`config.mk`:
```
export PLATFORM = sky130hd
export DESIGN_NAME = ir_cmd_ctrl
export DESIGN_NICKNAME = d
export VERILOG_FILES = /design/src/rtl/ir_cmd_ctrl.sv
export SDC_FILE = /design/constraint.sdc
export NUM_CORES = 1
export LEC_CHECK = 0
export CORE_ASPECT_RATIO = 0.75
export CORE_MARGIN = 3
export CORE_UTILIZATION = 48
export DETAILED_ROUTE_END_ITERATION = 7
export PLACE_DENSITY_LB_ADDON = 0.2
export SLEW_MARGIN = 20
export SYNTH_ARGS = -nofsm -noshare
export SYNTH_HDL_FRONTEND = slang
export SYNTH_SLANG_ARGS = --single-unit
```
`constraint.sdc`:
```
create_clock -name sys_clk -period 3.2 [get_ports sys_clk]
set_clock_uncertainty 0.1 [all_clocks]
set_input_delay 0.64 -clock sys_clk [delete_from_list [all_inputs] [get_ports sys_clk]]
set_output_delay 0.64 -clock sys_clk [all_outputs]
set_load 0.01 [all_outputs]
```
`src/rtl/ir_cmd_ctrl.sv`:
```
// NEC remote command controller: address filter, key-hold repeat
// handling and a 4-deep first-word-fall-through output queue.
module ir_cmd_ctrl #(
  parameter logic [7:0] DEV_ADDR    = 8'h57,
  parameter int         REPEAT_WIN  = 5_750_000,
  parameter int         REPEAT_SKIP = 2
) (
  input  logic       sys_clk,
  input  logic       sys_rst,
  input  logic       ir_valid,
  input  logic [7:0] ir_addr,
  input  logic [7:0] ir_cmd,
  input  logic       ir_repeat,
  output logic       cmd_valid,
  output logic [7:0] cmd_data,
  output logic       cmd_rpt,
  input  logic       cmd_ready,
  output logic       key_held,
  output logic [7:0] drop_cnt
);

  localparam int TW = (REPEAT_WIN > 1) ? $clog2(REPEAT_WIN) : 1;
  localparam int RW = (REPEAT_SKIP > 0) ? $clog2(REPEAT_SKIP + 1) : 1;
  localparam logic [TW-1:0] T_LAST = TW'(REPEAT_WIN - 1);
  localparam logic [RW-1:0] SKIP = RW'(REPEAT_SKIP);

  typedef enum logic {IDLE, HELD} state_t;

  state_t        state, state_n;
  logic [TW-1:0] timer, timer_n;
  logic [RW-1:0] rpt_cnt, rpt_n;
  logic [7:0]    last_cmd, last_n;
  logic          push;
  logic [8:0]    push_ent;
  logic          hit;

  assign hit = ir_valid && (ir_addr == DEV_ADDR);

  always_ff @(posedge sys_clk or posedge sys_rst) begin
    if (sys_rst) begin
      state    <= IDLE;
      timer    <= '0;
      rpt_cnt  <= '0;
      last_cmd <= '0;
    end else begin
      state    <= state_n;
      timer    <= timer_n;
      rpt_cnt  <= rpt_n;
      last_cmd <= last_n;
    end
  end

  // An accepted frame beats everything; a repeat beats the timeout.
  always_comb begin
    state_n  = state;
    timer_n  = timer;
    rpt_n    = rpt_cnt;
    last_n   = last_cmd;
    push     = 1'b0;
    push_ent = {ir_cmd, 1'b0};
    if (hit) begin
      push    = 1'b1;
      last_n  = ir_cmd;
      timer_n = '0;
      rpt_n   = '0;
      state_n = HELD;
    end else if (state == HELD) begin
      if (ir_repeat) begin
        timer_n = '0;
        if (rpt_cnt >= SKIP) begin
          push     = 1'b1;
          push_ent = {last_cmd, 1'b1};
        end else begin
          rpt_n = rpt_cnt + RW'(1);
        end
      end else if (timer == T_LAST) begin
        timer_n = '0;
        state_n = IDLE;
      end else begin
        timer_n = timer + TW'(1);
      end
    end
  end

  assign key_held = (state == HELD);

  logic [8:0] mem [4];
  logic [1:0] wr_ptr, rd_ptr;
  logic [2:0] count;
  logic       pop, full, wr_en;

  assign full  = (count == 3'd4);
  assign pop   = cmd_valid && cmd_ready;
  assign wr_en = push && (!full || pop);

  always_ff @(posedge sys_clk or posedge sys_rst) begin
    if (sys_rst) begin
      wr_ptr   <= '0;
      rd_ptr   <= '0;
      count    <= '0;
      drop_cnt <= '0;
    end else begin
      if (wr_en) wr_ptr <= wr_ptr + 2'd1;
      if (pop) rd_ptr <= rd_ptr + 2'd1;
      count <= count + {2'b0, wr_en} - {2'b0, pop};
      if (push && full && !pop && drop_cnt != 8'hFF)
        drop_cnt <= drop_cnt + 8'd1;
    end
  end

  always_ff @(posedge sys_clk) begin
    if (wr_en) mem[wr_ptr] <= push_ent;
  end

  // Head is masked when empty so stale storage never reaches the pins.
  assign cmd_valid = (count != 3'd0);
  assign {cmd_data, cmd_rpt} = cmd_valid ? mem[rd_ptr] : 9'd0;

endmodule

```
* After elaboration in Yosys (flattened, before gate mapping)
Memories as Yosys holds them, arrays and structs flattened. Cells that the tools add are included.
Cells by class: add/sub/neg operators 7, magnitude comparators 1, equality and inequality tests 5, muxes and demuxes 23, reductions and logical operators 13
Operators with widths (number):
- $mux W23 | 4
- $mux W9 | 5
- $add A23 B1 Y23 const B | 1
- $eq A23 B23 Y1 const B | 1
- $mux W1 | 10
- $add A8 B1 Y8 const B | 1
- $eq A8 B7 Y1 const B | 1
- $mux W2 | 4
- $ne A8 B8 Y1 const B | 1
- $add A2 B1 Y2 const B | 3
- $logic_and A1 B1 Y1 | 6
- $reduce_bool A2 Y1 | 2
- $add A3 B1 Y3 | 1
- $eq A3 B3 Y1 const B | 1
- $reduce_and A3 Y1 | 1
- $reduce_bool A3 Y1 | 1
- $sub A3 B1 Y3 | 1
- $ge A2 B2 Y1 const B | 1
- $logic_not A1 Y1 | 2
- $ne A2 B2 Y1 const B | 1
- $logic_or A1 B1 Y1 | 1
Word-level totals: flip-flop bits (word level) 49, RAM bits 36, input bits 21, output and inout bits 19, word-level logic and storage cells 58, memories 1
Memory list:
- mem | depth 4, width 9, read ports 1, clocked after Yosys merged registers in 0, wr ports 1, RTL line 87 | logic [8:0] mem [4];

* Longest topological paths before layout
word-level depth 8, mapped depth 11, gate-level depth less buffers 10

* Worst setup path after synthesis
OpenSTA, ideal clock, no wires.
path type in2reg, start point input port ir_addr[7], end point register count[2], setup time 0.123 ns, arrival time 2.903 ns, data required time 2.977 ns, setup slack 0.075 ns, cell stages on the path 11, path buffers 1, cells stage by stage nand4b_1 > or4_1 > clkbuf_1 > a21oi_2 > inv_1 > ha_1 > inv_1 > ha_1 > fa_1 > xor2_1 > xnor2_1
On the way: word-level cells in the longest chain between the ends 6
RTL lines:
- from (decl) | RTL line 11 | input logic [7:0] ir_addr,
- $eq A8 B7 Y1 | RTL line 37 | assign hit = ir_valid && (ir_addr == DEV_ADDR);
- $logic_and A1 B1 Y1 | RTL line 37
- $mux W1 | RTL line 61 | if (hit) begin
- $logic_and A1 B1 Y1 | RTL line 94 | assign wr_en = push && (!full || pop);
- $add A3 B1 Y3 | RTL line 105 | count <= count + {2'b0, wr_en} - {2'b0, pop};
- $sub A3 B1 Y3 | RTL line 105
- to (signal assigned) | RTL line 105
- to (decl) | RTL line 89 | logic [2:0] count;
No other way between the ends. A chain may end at the register's enable or synchronous reset.

* Worst setup path in the final report
start point register rd_ptr[0], end point output port cmd_data[2]
On the way: word-level cells in the longest chain between the ends 2
RTL lines:
- from (decl) | RTL line 88 | logic [1:0] wr_ptr, rd_ptr;
- from (signal assigned) | RTL line 104 | if (pop) rd_ptr <= rd_ptr + 2'd1;
- $mem_v2 Z4 W9
- $mux W9 | RTL line 117 | assign {cmd_data, cmd_rpt} = cmd_valid ? mem[rd_ptr] : 9'd0;
- to (decl) | RTL line 15 | output logic [7:0] cmd_data,
No other way between the ends.

==> implementation parameters <==
Parameter                              Value

Die
  Vertical die dimension ... between 80 and 90 µm
  Top-level port count ... 40
  Number of rows created at floorplan ... 28
  Die area ... between 0.009 and 0.01 mm²
  Core outline area ... roughly 0.008 mm²
  Initial Utilization ... 50.08%
  Die width ... approximately 110 µm

Logic synthesis
  Synthesized instance count ... between 300 and 400
  Fraction of registers with async set or reset after synthesis ... around 58%
  Average cell area after synthesis ... about 12 µm²
  Sequential element share of the synthesized area ... between 50% and 60%
  Top post-synthesis cells by area ... dfrtp_1 (31%), edfxtp_1 (27%), mux4_2 (5.1%)
  Mapped Area ... roughly 0.0040 mm²
  Main combinational cell family by area after synthesis ... simple AND/OR/NAND/NOR gates
  Post-synthesis register bit count ... 85
  Share of the synthesized area in the top cell type ... a little under a third
  Synth Area in XOR/XNOR ... under 10%
  Mux cell area share after synthesis ... under 10%
  Cell type with the highest aggregate area in the netlist ... dfrtp_1
  Top flip-flop cell by instance count after synthesis ... dfrtp_1
  Arithmetic-cell share of the synthesized area counting full adders, half adders and majority gates ... 3.316%
  Simple logic cell fraction of the synthesized area ... 18.24%
  Compound-cell area share of the yosys netlist ... 2.659%
  EDFF count, synth ... 36
  Cell variety after synth ... 46
  Warning count from the yosys run ... 0
  Mapped Nets ... 358

Timing
  Setup violation total in the final timing report ... 0
  Max-Slew Margin vs Limit ... between 40 and 50%
  RSZ-0062 raised after global routing ... false
  Count of final max-slew check failures ... 0
  Final Hold Violating Endpoints ... 0
  Actual slew at the worst max-slew pin ... approximately 0.83 ns
  Minimum period implied by the final worst setup slack ... approximately 3.0 ns
  Final worst hold slack ... around 0.38 ns
  Final worst-path cycle share ... between 90% and 100%
  Upper clock frequency limit ... ~0.33 GHz
  Post-route setup TNS ... 0 ns

Setup path
  WP data required ... roughly 2.5 ns
  Type of origin of the critical path ... register
  Type of destination of the critical path ... primary output
  Peak fanout along the critical path ... 6
  Number of cells on the worst reg-to-reg path ... 8
  Worst setup path category ... register to primary output
  CP Data Arrival Time ... 2.27 ns

Finish
  Diodes inserted ... 0
  Number of nets in the layout ... between 400 and 500
  Post-route non-filler standard cell count ... 490
  Final cell utilization of the core ... around 60%
  Final cell area excluding filler cells ... 0.004791 mm²
  Number of filler cells placed in the layout ... 658
  Share of cells above drive strength 1 ... between 10% and 20%
  Area growth from synthesis to final layout ... 19.77%

CTS
  Number of sinks handled by clock tree synthesis ... 85
  Root buffer cell ... clkbuf_8
  Number of CTS-inserted buffers ... 9
  Maximum number of buffers from clock root to sink ... 2
  Level count of the clock H-tree ... 3
  Post_cts resized ... 0
  Hold Buf Count CTS ... 0
  Clock-pin slew reported for the worst setup and hold paths after clock tree synthesis ... ~0.090 ns
  Clock latency of the later-clocked register in the worst-skew pair ... 0.36 ns
  TritonCTS clock tree ... done
  Number of buffers added for setup after CTS ... 0

Pwr
  Maximum ir drop on the vdd rail ... between 200 and 300 µV
  Leak pwr ... roughly 2 nW
  Pwr per Cell Area ... 579.7 mW/mm²

Hold path
  Worst Hold Depth ... 2
  Class of the worst hold path ... register to register

Placed design
  Routability congestion estimate from global placement ... between 0.8 and 0.9
  Detailed placement HPWL ... ~5700 µm
  Placed Area ... roughly 0.0046 mm²
  Number of I/O port buffers ... 39
  Count of placed standard cells including taps ... ~470

Drt
  Detailed router's first-iteration violation count ... 160
  Pre-Repair DR Iteration Count ... 4
  Final routed wire length divided by cell count ... 16.37 µm
  Total Wirelength ... 8022 µm
  # DRC ... 0
  Count of antenna-violating nets left after detailed routing ... 0
  Per-cell via count in the routed design ... about 5.5
  Number of vias in the routed layout ... around 2700

Run status
  Result of the run ... complete, no violations

Global routing
  Total global routing overflow ... 0
  Largest net degree at the start of global routing ... 22
  Vias in the first global route ... roughly 2700
  Global-route wire length before repair ... between 10000 and 15000 µm
  Antenna violations before repair ... 0
  Global-route usage over all layers ... 18.68%

Flow run
  MaxCap Viol Count ... 0
Yosys cell counts (9+ instances only):
master	number
xor2_1	19
nand2_1	36
nand3_1	12
xnor2_1	13
mux4_2	9
dfrtp_1	49
edfxtp_1	36
ha_1	9
mux2_2	9
and2_1	15
nor2_1	25
nand4_1	18
inv_1	15
and3_1	9
logic make-up after synthesis:
kind of cell             count (synthesis)
AO/OA/AOI/OAI                           13
XOR/XNOR                                32
adder cells (fa/ha/maj)                 10
buffers and inverters                   29
flip-flops                              85
multiplexers                            19
AND/OR/NAND/NOR                        139
registers in the layout, summed over array words and instances (netlist names):
name,cells
timer,23
wr_ptr,2
mem,36
rd_ptr,2
key_held,1
count,3
last_cmd,8
drop_cnt,8
rpt_cnt,2
cell type report:
class                           instances  area [µm²]  area share (%)
Sequential cell                        85        2307           48.16
Multi-Input combinational cell        213        1570           32.78
Timing Repair Buffer                   56       543.0           11.33
Tap cell                              105       131.4           2.742
Clock buffer                           10       127.6           2.664
Inverter                               15       56.30           1.175
Clock inverter                          6       55.05           1.149
report_power, final:
| part | internal [mW] | switching (mW) | leakage [nW] |
|---|---|---|---|
| registers | 1.23 | 0.131 | 0.983 |
| clock network | 0.299 | 0.405 | 0.0938 |
| logic | 0.424 | 0.290 | 0.930 |
per-stage QoR:
stage	setup slack, ns	total power [mW]
3_3_place_gp	-0.1107	2.077
6_report	0.1869	2.777
5_1_grt	0.08176	2.950
4_1_cts	0.1461	2.810
2_1_floorplan	0.07480	1.782
3_5_place_dp	-0.1930	2.107
layer usage:
| layer | routed length (µm) | GRT usage (%) |
|---|---|---|
| met5 | 0 | 0 |
| met1 | 3987 | 28.48 |
| met4 | 63 | 3.315 |
| met3 | 480 | 5.845 |
| met2 | 3491 | 26.82 |
worst paths after layout:
check / from / endpoint / slack [ns]
max reg2reg: count[2]$_DFF_PP0_ / count[2]$_DFF_PP0_ / 0.56
min: last_cmd[1]$_DFFE_PP0N_ / last_cmd[1]$_DFFE_PP0N_ / 0.38
max: rd_ptr[0]$_DFFE_PP0N_ / cmd_data[2] / 0.19
min in group asynchronous: sys_rst / drop_cnt[1]$_DFFE_PP0P_ / 0.46
min reg2reg: last_cmd[1]$_DFFE_PP0N_ / last_cmd[1]$_DFFE_PP0N_ / 0.38
max in group asynchronous: sys_rst / last_cmd[5]$_DFFE_PP0N_ / 1.93
worst max-delay path, cell delays in order, from the launching register on:
cell and delay [ns]:
dfrtp_1 0.57, buf_12 0.18, mux4_2 0.48, and2_1 0.18, clkdlybuf4s50_1 0.49
placed cells by master (no fill, tap or decap), types with 2 or more instances in the layout:
cell,Yosys,routed
dfrtp_1,49,49
clkdlybuf4s50_1,0,39
nand2_1,36,36
edfxtp_1,36,36
nor2_1,25,25
xor2_1,19,19
nand4_1,18,18
and2_1,15,15
buf_4,0,15
inv_1,15,14
xnor2_1,13,13
nand3_1,12,12
and3_1,9,9
mux4_2,9,9
mux2_2,9,9
ha_1,9,9
clkbuf_8,0,9
nor3_1,7,7
inv_6,0,3
nor4b_1,2,2
and4_1,2,2
a31oi_1,2,2
nor4_1,2,2
clkinv_4,0,2
buf_12,0,2
Note: power is estimated with default switching activity, not from simulation.
